--- config.mk ---
export PLATFORM = sky130hd
export DESIGN_NAME = compound_producer
export DESIGN_NICKNAME = d
export VERILOG_FILES = /design/src/rtl/compound_producer.sv
export SDC_FILE = /design/constraint.sdc
export NUM_CORES = 1
export LEC_CHECK = 0
export CAP_MARGIN = 10
export CORE_UTILIZATION = 51
export DETAILED_ROUTE_END_ITERATION = 8
export PLACE_DENSITY = 0.75
export SLEW_MARGIN = 20
export SYNTH_ARGS = -nofsm -noshare
export SYNTH_HDL_FRONTEND = slang
export SYNTH_SLANG_ARGS = --single-unit
export TNS_END_PERCENT = 20
--- constraint.sdc ---
create_clock -name clk -period 6.57 [get_ports clk]
set_clock_uncertainty 0.1 [all_clocks]
set_input_delay 1.971 -clock clk [delete_from_list [all_inputs] [get_ports clk]]
set_output_delay 1.971 -clock clk [all_outputs]
set_load 0.05 [all_outputs]
--- src/rtl/compound_producer.sv ---
// compound_producer: transmit end of the CompoundType blocking-port protocol.
// Ports: clk/rst (async, active-high); cmd_in/_sync/_notify burst command in;
//   b_out/_sync/_notify message stream out; m_out/m_out_notify completion report.
// b_out packing: [33] mode (0=read,1=write), [32:1] x (signed), [0] y (last).
// Optional macro COMPOUND_PRODUCER_TIMEOUT_EN: abort a stalled burst after
//   TIMEOUT cycles and report -1 - (messages completed).

package testbasic12_types;
   typedef enum logic {
      MODE_READ  = 1'b0,
      MODE_WRITE = 1'b1
   } mode_e;

   typedef struct packed {
      mode_e             mode;
      logic signed [31:0] x;
      logic              y;
   } CompoundType;
endpackage

module compound_producer
   import testbasic12_types::*;
#(
   parameter logic signed [31:0] BASE      = 0,
   parameter logic signed [31:0] STRIDE    = 1,
   parameter int                 MAX_BURST = 256,
   parameter int                 TIMEOUT   = 64
) (
   input  logic        clk,
   input  logic        rst,
   input  logic [31:0] cmd_in,
   input  logic        cmd_in_sync,
   output logic        cmd_in_notify,
   output logic [33:0] b_out,
   input  logic        b_out_sync,
   output logic        b_out_notify,
   output logic [31:0] m_out,
   output logic        m_out_notify
);

   typedef enum logic [1:0] {
      S_IDLE,
      S_SEND,
      S_REPORT
   } state_e;

   localparam logic signed [31:0] MAXB = MAX_BURST;

   state_e      state_q, state_d;
   CompoundType msg_q, msg_d;
   logic        cn_q, cn_d;
   logic        bn_q, bn_d;
   logic [31:0] m_q, m_d;
   logic        mn_q, mn_d;
   logic [31:0] len_q, len_d;
   logic [31:0] sent_q, sent_d;
`ifdef COMPOUND_PRODUCER_TIMEOUT_EN
   logic [31:0] wait_q, wait_d;
`endif

   logic signed [31:0] cmd_s;
   logic signed [31:0] clamp_len;

   assign cmd_s     = $signed(cmd_in);
   assign clamp_len = (cmd_s > MAXB) ? MAXB : cmd_s;

   always_comb begin
      state_d = state_q;
      msg_d   = msg_q;
      cn_d    = cn_q;
      bn_d    = bn_q;
      m_d     = m_q;
      mn_d    = 1'b0;
      len_d   = len_q;
      sent_d  = sent_q;
`ifdef COMPOUND_PRODUCER_TIMEOUT_EN
      wait_d  = wait_q;
`endif
      unique case (state_q)
         S_IDLE: begin
            if (cmd_in_sync) begin
               cn_d = 1'b0;
               if (clamp_len <= 0) begin
                  // Empty burst: report zero without sending.
                  m_d     = '0;
                  mn_d    = 1'b1;
                  state_d = S_REPORT;
               end else begin
                  len_d      = clamp_len;
                  msg_d.mode = MODE_READ;
                  msg_d.x    = BASE;
                  msg_d.y    = (clamp_len == 32'sd1);
                  bn_d       = 1'b1;
                  sent_d     = '0;
`ifdef COMPOUND_PRODUCER_TIMEOUT_EN
                  wait_d     = '0;
`endif
                  state_d    = S_SEND;
               end
            end
         end
         S_SEND: begin
            if (b_out_sync) begin
`ifdef COMPOUND_PRODUCER_TIMEOUT_EN
               wait_d = '0;
`endif
               if (sent_q + 32'd1 == len_q) begin
                  bn_d    = 1'b0;
                  m_d     = len_q;
                  mn_d    = 1'b1;
                  state_d = S_REPORT;
               end else begin
                  sent_d     = sent_q + 32'd1;
                  msg_d.mode = (msg_q.mode == MODE_READ) ? MODE_WRITE : MODE_READ;
                  msg_d.x    = msg_q.x + STRIDE;
                  msg_d.y    = (sent_q + 32'd2 == len_q);
               end
            end
`ifdef COMPOUND_PRODUCER_TIMEOUT_EN
            else if (wait_q == 32'(TIMEOUT - 1)) begin
               // Encode completed count as a negative status.
               bn_d    = 1'b0;
               m_d     = 32'hFFFF_FFFF - sent_q;
               mn_d    = 1'b1;
               state_d = S_REPORT;
            end else begin
               wait_d = wait_q + 32'd1;
            end
`endif
         end
         S_REPORT: begin
            cn_d    = 1'b1;
            state_d = S_IDLE;
         end
         default: begin
            state_d = S_IDLE;
            cn_d    = 1'b1;
            bn_d    = 1'b0;
         end
      endcase
   end

   always_ff @(posedge clk or posedge rst) begin
      if (rst) begin
         state_q <= S_IDLE;
         msg_q   <= '0;
         cn_q    <= 1'b1;
         bn_q    <= 1'b0;
         m_q     <= '0;
         mn_q    <= 1'b0;
         len_q   <= '0;
         sent_q  <= '0;
`ifdef COMPOUND_PRODUCER_TIMEOUT_EN
         wait_q  <= '0;
`endif
      end else begin
         state_q <= state_d;
         msg_q   <= msg_d;
         cn_q    <= cn_d;
         bn_q    <= bn_d;
         m_q     <= m_d;
         mn_q    <= mn_d;
         len_q   <= len_d;
         sent_q  <= sent_d;
`ifdef COMPOUND_PRODUCER_TIMEOUT_EN
         wait_q  <= wait_d;
`endif
      end
   end

   assign cmd_in_notify = cn_q;
   assign b_out         = msg_q;
   assign b_out_notify  = bn_q;
   assign m_out         = m_q;
   assign m_out_notify  = mn_q;

endmodule

; ---- Word level (Yosys, flattened, before mapping)
; Index checks and enable logic that the tools add are counted.
; W data, S select, Z words.
[word_totals]
ff_bits = 135
inputBits = 36
out_inout_bits = 69
wordCells = 71
[op_classes]
addsub = 3
order_cmp = 2
n_eq_ne = 11
n_mux = 34
bitwise_logic = 3
reduce_logical = 8
[ops]
columns = op, n
row1 = $mux W32, 9
row2 = $mux W34, 4
row3 = $pmux W32 S2, 2
row4 = $pmux W34 S2, 1
row5 = $add A32 B2 Y32 const B, 2
row6 = $eq A32 B32 Y1, 2
row7 = $add A32 B1 Y32 const B, 1
row8 = $eq A32 B2 Y1 const B, 1
row9 = $gt A32 B10 Y1 const B, 1
row10 = $le A32 B1 Y1 const B, 1
row11 = $reduce_and A5 Y1, 3
row12 = $ne A2 B2 Y1 const B, 6
row13 = $mux W1, 10
row14 = $mux W2, 4
row15 = $reduce_and A3 Y1, 2
row16 = $pmux W1 S2, 2
row17 = $pmux W2 S2, 1
row18 = $not A1 Y1, 3
row19 = $pmux W1 S3, 1
row20 = $eq A2 B1 Y1 const B, 1
row21 = $eq A2 B2 Y1 const B, 1
row22 = $logic_not A2 Y1, 1
row23 = $reduce_and A2 Y1, 1
row24 = $reduce_bool A2 Y1, 1

; ---- Logic depth before layout (Yosys ltp)
; Gate-level depths: netlist of run 1.
[logic_depth]
word_depth = 6
depth_mapped = 13
depth_no_buf = 10

; ---- Least setup slack after synthesis of run 1
; No wires, ideal clock.
[synth_path]
path_type = input port to flip-flop
from = input port cmd_in[4]
to = register msg_q (netlist bit b_out[5])
setup_ns = 0.097
t_arrival_ns = 3.736
t_required_ns = 6.373
setup_slack_ns = 2.637
path_stages = 10
path_buffers = 2
path_cell_list = nor4_1 nand2_1 nor3_1 a21o_1 nor3_1 clkbuf_1 a21oi_1 clkbuf_1 o31ai_1 o31ai_1
[synth_via]
elab_chain_cells = 5
[synth_rtl]
columns = item, line_no
row1 = "start, declared", 31  ; input logic [31:0] cmd_in,
row2 = $gt A32 B10 Y1, 65  ; assign clamp_len = (cmd_s > MAXB) ? MAXB : cmd_s;
row3 = $mux W32 *, 65
row4 = $le A32 B1 Y1 *, 83  ; if (clamp_len <= 0) begin
row5 = $ne A2 B2 Y1 (no line) *, --
row6 = $reduce_and A5 Y1 (no line) *, --
row7 = "end signal, assigned", 158  ; msg_q <= msg_d;
row8 = "end, declared", 50  ; CompoundType msg_q, msg_d;
; Every way passes the cells marked *; elsewhere a longest branch is shown, timed or not.
; A chain may end at the register's enable or synchronous reset.

; ---- Worst setup path after layout of run 1
[layout_path]
from = register sent_q[2]
to = register sent_q[11]
[layout_via]
elab_chain_cells = 4
elab_cells_between_ends = 7
classes_between = add/sub (1) / eq/ne (2) / mux (3) / reduce/logical (1)
[layout_rtl]
columns = item, line_no
row1 = "start, declared", 56  ; logic [31:0] sent_q, sent_d;
row2 = "start signal, assigned", 164  ; sent_q <= sent_d;
row3 = $add A32 B1 Y32 *, "107, 113"
row4 = $eq A32 B32 Y1 or $mux W32 (tied branches), 107  ; if (sent_q + 32'd1 == len_q) begin
row5 = $ne A2 B2 Y1 (no line) or $mux W32 (tied branches), --
row6 = $reduce_and A5 Y1 (no line) or $pmux W32 S2 (tied branches), --
; Every way passes the cells marked *; elsewhere a longest branch is shown, timed or not. The select of a mux whose other input is x is not followed.

==> results list, run 1 <==
- At the worst endpoint, the arrival time is ~5.0 ns.
- Iteration-0 DRC count of the detailed router: between 600 and 700
- Primary FF master, synth: sky130_fd_sc_hd__dfrtp_1
- Using the TritonRoute via totals, the vias-per-cell ratio works out to roughly 6.
- The tightest min-delay check is of the reg -> reg type.
- The largest total area in the synthesized netlist belongs to sky130_fd_sc_hd__dfrtp_1.
- Summed instance area of the synthesized netlist: between 8000 and 9000 sq um
- Ranked by total cell area, the synthesized netlist is headed by sky130_fd_sc_hd__dfrtp_1, sky130_fd_sc_hd__nand2_1, sky130_fd_sc_hd__o21ai_0, sky130_fd_sc_hd__xnor2_1, sky130_fd_sc_hd__a22o_1.
- Counting I/O delays and the setup requirement, the final critical path takes around 4.8 ns.
- For this run, the detailed router's first-pass iteration total came to 6.
- Distinct cell type count of the synthesized netlist: 58
- Depth of the worst hold-timing path: 1
- Resized Gates After CTS: 0
* Number of placed I/O pins: ~110
- Detailed placement ended at an HPWL of approximately 15 mm.
- The core region is ~15000 sq um.
* Drt wl/cell: approximately 17 microns
- H-tree Lvls: 4
- CTS Root Cell: sky130_fd_sc_hd__clkbuf_16
- Total count of hold-check failures in the final report: 0
- Critical Path Start Type: flip-flop
- DIE AREA: 16300 sq um
- Dividing total power by cell area gives a power density of approximately 280 nW/um^2.
- Number of enable-type register cells in the synthesized netlist: 0
- Cells after DPL: around 1200
- The congestion estimate from routability-driven global placement came to 0.925.
- Total via count in the routed design: 7473
* Post-synthesis sequential element count: 135
* Syn_area_per_cell: between 8 and 9 sq um
- The flow ran to the end, and the final reports show no timing, DRC or antenna violations.
- The startpoint identified for the worst hold timing path is b_out[33]$_DFFE_PP0P_.
- Initial Utilization: 0.527
- Across all hold checks on the routed design, the worst slack comes to ~0.41 ns.
- Input and output buffers added on the ports amount to ~100.
* CTS sink count: about 140
- Final cycle utilization of the critical path: 0.734
- Number of global-route vias before repair: just over 7000
* Maximum buffer depth of the clock tree: 2
- The number of slew-limit violations in the final report is 0.
* Final Non-Filler Cells: roughly 1200
- Layout-stage area growth over the synthesis result: 21.4%
* Crit Reg-Reg Startpoint: sent_q[2]$_DFFE_PP0P_
* Layout filler cell count: approximately 1300
- Cts-stage hold buffer count: 0
- The number of setup buffers added after CTS is 0.
- Final net count: about 1100
* Worst path required time: between 6 and 7 ns
- For the pin with the worst max-slew slack, the measured transition is 1.04 ns.
- TritonCTS created 17 clock buffers.
* Global-route wire length before repair: between 30 and 40 mm
- Share of async-settable or async-resettable flops after synthesis: 1.00
- Clock transition at path regs: roughly 0.060 ns
- In the global route stage, overall resource usage came out at 0.279.
- Final core area utilization: 0.640
- Syn Nets: between 900 and 1000
- Top-area cell type share of the netlist area: 0.415
- The Yosys step of the flow raised 0 warnings.
* Maxcap violations: 0
- Multi-input gate area: ~4300 sq um
- Summed over all layers, the global routing overflow is 0.
* Setup-failing EPs final: 0
- From bottom edge to top edge, the die measures 128 microns.
* Initial antenna violation count: 0
* Worst slew margin relative to its limit: 0.301
- By startpoint and endpoint, the worst setup path is classified as reg -> reg.
* Maximum fanout count along the critical path: 25
- For this run, design rule violations remaining after detail routing come to 0.
- The worst-case IR drop observed on VDD is 0.251 mV.
- Total power for the finished layout comes to approximately 2.7 mW.
* Post-DRT Antenna Nets: 0
- Post-synthesis instance total: roughly 950
- Setup slack on the worst reg-to-reg path comes out at between 1.5 and 2 ns.
- Entering global routing, the biggest net connects between 90 and 100 pins.
- LEAKAGE: approximately 4.1 nW
* Worst reg2reg path depth: 10
- Worst-skew pair later-pin latency: roughly 0.43 ns
- Chip Width: between 100 and 150 microns
- Top post-synthesis cells by count: sky130_fd_sc_hd__nand2_1, sky130_fd_sc_hd__dfrtp_1, sky130_fd_sc_hd__o21ai_0, sky130_fd_sc_hd__nor2_1, sky130_fd_sc_hd__nand3_1
- Final sum of negative setup slack: 0 ns
* Total wire length: ~21 mm
* RSZ-0062 raised after global routing: no
* Portion of the post-synthesis area used by sequential elements: 0.419
- sky130_fd_sc_hd__nand2_1 is the most common cell in the netlist.
- TritonCTS clock tree: yes
- The number of antenna diodes in the final layout is 0.
- The floorplan has 45 rows.
* Worst Hold End: b_out[33]$_DFFE_PP0P_
* Layout cells sized above 1: 0.0604
- In the final layout, flip-flops and latches occupy 3380 sq um.
* Capture point of the worst reg-to-reg path: sent_q[11]$_DFFE_PP0P_
- STA classifies the critical path endpoint as a flip-flop.
- Maximum clock frequency: around 0.21 GHz
-- cell type report --
class | instances | area share
clock buffers | 20 | 0.0466
clock inverters | 12 | 0.0178
inverters | 12 | 0.00511
multi-input cells | 732 | 0.444
flip-flops and latches | 135 | 0.345
well taps | 211 | 0.0269
repair buffers | 115 | 0.115
-- worst max-delay path, cell delays in order, from the launching register on --
cell	delay [ns]
sky130_fd_sc_hd__dfrtp_1	0.47
sky130_fd_sc_hd__ha_1	0.52
sky130_fd_sc_hd__nand2_1	0.24
sky130_fd_sc_hd__nor4_1	0.87
sky130_fd_sc_hd__xnor2_1	0.16
sky130_fd_sc_hd__a2111oi_0	0.72
sky130_fd_sc_hd__and4_4	0.38
sky130_fd_sc_hd__a21o_1	0.64
sky130_fd_sc_hd__buf_4	0.35
sky130_fd_sc_hd__nor3b_1	0.08
sky130_fd_sc_hd__a21o_1	0.17
-- kinds of logic after synthesis --
group | count (synthesis) | share of synthesized area
flip-flops | 135 | 0.419
buffers and inverters | 84 | 0.0465
adder cells (fa/ha/maj) | 3 | 0.00465
AO/OA/AOI/OAI | 210 | 0.170
AND/OR/NAND/NOR | 448 | 0.281
multiplexers | 11 | 0.0138
XOR/XNOR | 60 | 0.0651
-- report_power, final --
part | switching (mW) | leakage [nW] | total [mW] | internal, mW
logic | 0.481 | 1.95 | 0.725 | 0.244
registers | 0.0933 | 1.86 | 0.990 | 0.897
clock network | 0.366 | 0.298 | 1.02 | 0.653
-- metrics by stage --
stage / area (sq um) / setup slack, ns
after floorplan: 8070 / 0.890
after global placement: 9160 / 1.59
after detailed placement: 9160 / 1.52
after CTS: 9790 / 1.81
after global routing: 9800 / 1.44
final: 9800 / 1.75
-- layout by cell type (no fill, tap or decap), types with 6 or more instances in the layout --
master,count
sky130_fd_sc_hd__o31ai_1,28
sky130_fd_sc_hd__clkdlybuf4s50_1,104
sky130_fd_sc_hd__inv_1,11
sky130_fd_sc_hd__nor2_1,53
sky130_fd_sc_hd__and3_1,19
sky130_fd_sc_hd__a21oi_1,17
sky130_fd_sc_hd__mux2i_1,10
sky130_fd_sc_hd__nand2_1,159
sky130_fd_sc_hd__and2_1,30
sky130_fd_sc_hd__clkbuf_16,17
sky130_fd_sc_hd__nor2b_1,9
sky130_fd_sc_hd__o211ai_1,6
sky130_fd_sc_hd__nand4_1,27
sky130_fd_sc_hd__dfrtp_1,134
sky130_fd_sc_hd__or4_1,10
sky130_fd_sc_hd__a31oi_1,7
sky130_fd_sc_hd__buf_4,11
sky130_fd_sc_hd__xnor2_1,41
sky130_fd_sc_hd__nor3_1,35
sky130_fd_sc_hd__a22o_1,28
sky130_fd_sc_hd__nand3_1,44
sky130_fd_sc_hd__a21o_1,9
sky130_fd_sc_hd__nand2b_1,11
sky130_fd_sc_hd__xor2_1,19
sky130_fd_sc_hd__nor4_1,23
sky130_fd_sc_hd__o21ai_0,75
sky130_fd_sc_hd__o22ai_1,14
-- metal layers --
layer	vias up	wire, microns	global-route usage
met3	43	1500	0.0559
met5	-	0	0
met4	0	500	0.104
li1	3550	-	-
met2	329	9780	0.432
met1	3551	9720	0.388
-- registers in the layout, summed over array words and instances (netlist names) --
| name | flops |
|---|---|
| b_out | 34 |
| b_out_notify | 1 |
| cmd_in_notify | 1 |
| len_q | 32 |
| m_out | 32 |
| m_out_notify | 1 |
| sent_q | 32 |
| state_q | 2 |
-- worst max-delay path by stage --
stage | start | to | slack (ns) | depth (start not counted)
finish | sent_q[2]$_DFFE_PP0P_ | sent_q[11]$_DFFE_PP0P_ | 1.75 | 10
global route | sent_q[2]$_DFFE_PP0P_ | m_out[6]$_DFFE_PP0P_ | 1.44 | 8
CTS | sent_q[2]$_DFFE_PP0P_ | m_out[30]$_DFFE_PP0P_ | 1.81 | 8
detailed placement | cmd_in[31] | sent_q[1]$_DFFE_PP0P_ | 1.52 | 9
global placement | cmd_in[31] | sent_q[1]$_DFFE_PP0P_ | 1.59 | 9
floorplan | rst | b_out[0]$_DFFE_PP0P_ | 0.89 | 1
Note: power is estimated with default switching activity, not from simulation.
==> run 2: changes to the inputs <==
Settings changed: PLACE_DENSITY 0.75 to 0.78.
Clock period 6.57 ns to 4.3 ns, I/O delays scaled along.
==> results list, run 2 (synthesized netlist as in run 1, its figures left out) <==
- No sink is reached through more buffers than the 2 on the longest clock path.
- Row generation in the floorplan step produced 45 rows.
* Multi-input gate area: 4340 sq um
- After layout, the design draws a total of between 4 and 5 mW.
- After routing, the total negative slack on setup checks comes to 0 ns.
* Maxcap violations: 0
* Chip Width: about 130 microns
- Critical Path Start Type: flip-flop
- TritonCTS clock tree: yes
- The die is 128 microns tall.
* Worst-skew pair later-pin latency: between 0.4 and 0.5 ns
- Global-route wire length before repair: about 35 mm
- Number of pins exceeding their max-slew limit in the final report: 0
* H-tree Lvls: 4
- The endpoint identified for the worst register-to-register timing path is sent_q[20]$_DFFE_PP0P_.
* Worst-Margin Slew: between 0.7 and 0.8 ns
* Area of the core: around 15000 sq um
- Setup violations remaining at the end of the flow were counted as 0.
- Cts-stage hold buffer count: 0
- The flow ran to the end, and the final reports show no timing, DRC or antenna violations.
* CTS sink count: 135
* Total track usage: 0.276
- The filler cells instantiated in the layout total approximately 1300.
* Timing endpoint of the critical path: sent_q[20]$_DFFE_PP0P_
- In the final layout, the share of cells above drive strength 1 is 0.0750.
- Type of the most critical hold path: reg -> reg
- In the final design database the tool counted approximately 1100 nets.
- Source of the critical timing path: sent_q[2]$_DFFE_PP0P_
- STA classifies the critical path endpoint as a flip-flop.
- Post-route standard cell area excluding fillers: 9960 sq um
- Area after DPL: 9330 sq um
* Total wire length: 21.3 mm
- The total count of hold-check failures in the final report came to 0.
* Worst reg-to-reg setup slack: about 0.35 ns
* Initial Utilization: 0.527
- In this run the count of I/O pins placed on the die edge is 105.
* Placer congestion estimate: 0.957
- The worst pin sits at a relative slew slack of 0.481.
- VDD sags by at most about 0.36 mV.
- Post-DRT Antenna Nets: 0
- The die covers roughly 16000 sq um.
- CTS Root Cell: sky130_fd_sc_hd__clkbuf_16
* Layout-stage area growth over the synthesis result: 23.4%
* Leading cell types in the layout, fill and taps excluded: sky130_fd_sc_hd__nand2_1, sky130_fd_sc_hd__dfrtp_1, sky130_fd_sc_hd__clkdlybuf4s50_1
* Aggregate global routing overflow: 0
* Clock buffers created by TritonCTS: 17
* Worst path required time: between 4 and 5 ns
- In the routed layout, each cell is associated on average with a via count of a little over 6.
* Worst reg2reg path depth: 12
* Critical path arrival: around 4.2 ns
* Crit Reg-Reg Startpoint: sent_q[2]$_DFFE_PP0P_
- Setup repair after global routing left no endpoint under its margin.
* Post-CTS Setup Repair Bufs: 0
- Once placement completed, the tool counted placed cells totaling roughly 1200.
- For this design the ratio of total power to cell area is 423 nW/um^2.
* Final cycle utilization of the critical path: 0.919
* Total via count in the routed design: 7568
* Number of flip-flops in the largest register: 34
- Commonest non-fill, non-tap cell in the layout: sky130_fd_sc_hd__nand2_1
- Detailed-placement wirelength estimate: 14.4 mm
- Maximum number of pins on one net before global-route repair: 136
- For this design the static power due to leakage is roughly 4.2 nW.
- In the final routed layout, each cell accounts on average for around 17 microns.
* Port Buffer Count: 104
- The number of antenna violations at the first check in global routing was 0.
* Number of global-route vias before repair: 6989
* DRC violation count after routing: 0
- Maximum clock frequency: 0.253 GHz
- The number of antenna diodes in the final layout is 0.
- First-pass DRT Iterations: 5
* Final Non-Filler Cells: approximately 1300
- The critical path in this run is classified as reg -> reg.
- Crit path time final: 3.95 ns
- Iteration-0 DRC count of the detailed router: ~600
- In this run the worst path has a maximum fanout of 19.
- After clock tree synthesis, the clock-pin slew on the worst setup and hold paths is approximately 0.060 ns.
- The sequential cells in the finished layout cover a total of around 3400 sq um.
[run 2: cell count changes in the layout (fill, tap and decap cells not counted), sizes merged]
cell / delta
buf: +15
bufinv: -1
clkbuf: +1
inv: -1
[run 2: worst max-delay path: stages, from the launching register on]
cell and delay, ns:
sky130_fd_sc_hd__dfrtp_1 0.46, sky130_fd_sc_hd__ha_2 0.37, sky130_fd_sc_hd__nand2_1 0.13, sky130_fd_sc_hd__or4_1 0.62
sky130_fd_sc_hd__mux2_2 0.33, sky130_fd_sc_hd__o21ai_0 0.17, sky130_fd_sc_hd__a2111oi_0 0.13, sky130_fd_sc_hd__buf_4 0.16
sky130_fd_sc_hd__and4_4 0.21, sky130_fd_sc_hd__a21oi_4 0.40, sky130_fd_sc_hd__buf_4 0.35, sky130_fd_sc_hd__o21ai_0 0.13
sky130_fd_sc_hd__a22o_1 0.25
[run 2: metal layers]
layer / vias up / global-route usage / part of all wire
met4: 0 / 0.125 / 0.030
met3: 56 / 0.0526 / 0.078
met2: 349 / 0.413 / 0.46
met5: - / 0 / 0
li1: 3571 / - / -
met1: 3592 / 0.390 / 0.44
[run 2: area by class of cell]
cell class | instances | area share
well taps | 211 | 0.0265
clock buffers | 21 | 0.0482
multi-input cells | 732 | 0.436
inverters | 12 | 0.00490
repair buffers | 130 | 0.130
flip-flops and latches | 135 | 0.339
clock inverters | 10 | 0.0144
[run 2: timing repair]
action,4_1_cts,5_1_grt
endpoints found under the setup margin,0,1
gates resized for setup,0,2
hold endpoints to repair,0,0
[run 2: worst min path at each step]
stage,startpoint,endpoint,slack [ns],cells after the start
after global placement,b_out[33]$_DFFE_PP0P_,b_out[33]$_DFFE_PP0P_,0.39,1
final,b_out[33]$_DFFE_PP0P_,b_out[33]$_DFFE_PP0P_,0.40,1
after global routing,m_out[11]$_DFFE_PP0P_,m_out[11]$_DFFE_PP0P_,0.44,2
after detailed placement,b_out[33]$_DFFE_PP0P_,b_out[33]$_DFFE_PP0P_,0.39,1
after floorplan,len_q[4]$_DFFE_PP0P_,len_q[4]$_DFFE_PP0P_,0.38,2
after CTS,b_out[33]$_DFFE_PP0P_,b_out[33]$_DFFE_PP0P_,0.40,1
[run 2: power breakdown]
| group | internal, mW | switching, mW |
|---|---|---|
| combinational | 0.408 | 0.753 |
| sequential | 1.37 | 0.144 |
| clock | 0.972 | 0.563 |
[run 2: metrics by stage]
step | util | setup WS [ns] | hold WS (ns)
2_1_floorplan | - | 1.05 | 0.382
3_3_place_gp | 0.609 | 0.137 | 0.388
3_5_place_dp | 0.609 | 0.304 | 0.389
4_1_cts | 0.650 | 0.265 | 0.398
5_1_grt | 0.650 | 0.117 | 0.437
6_report | 0.650 | 0.347 | 0.403
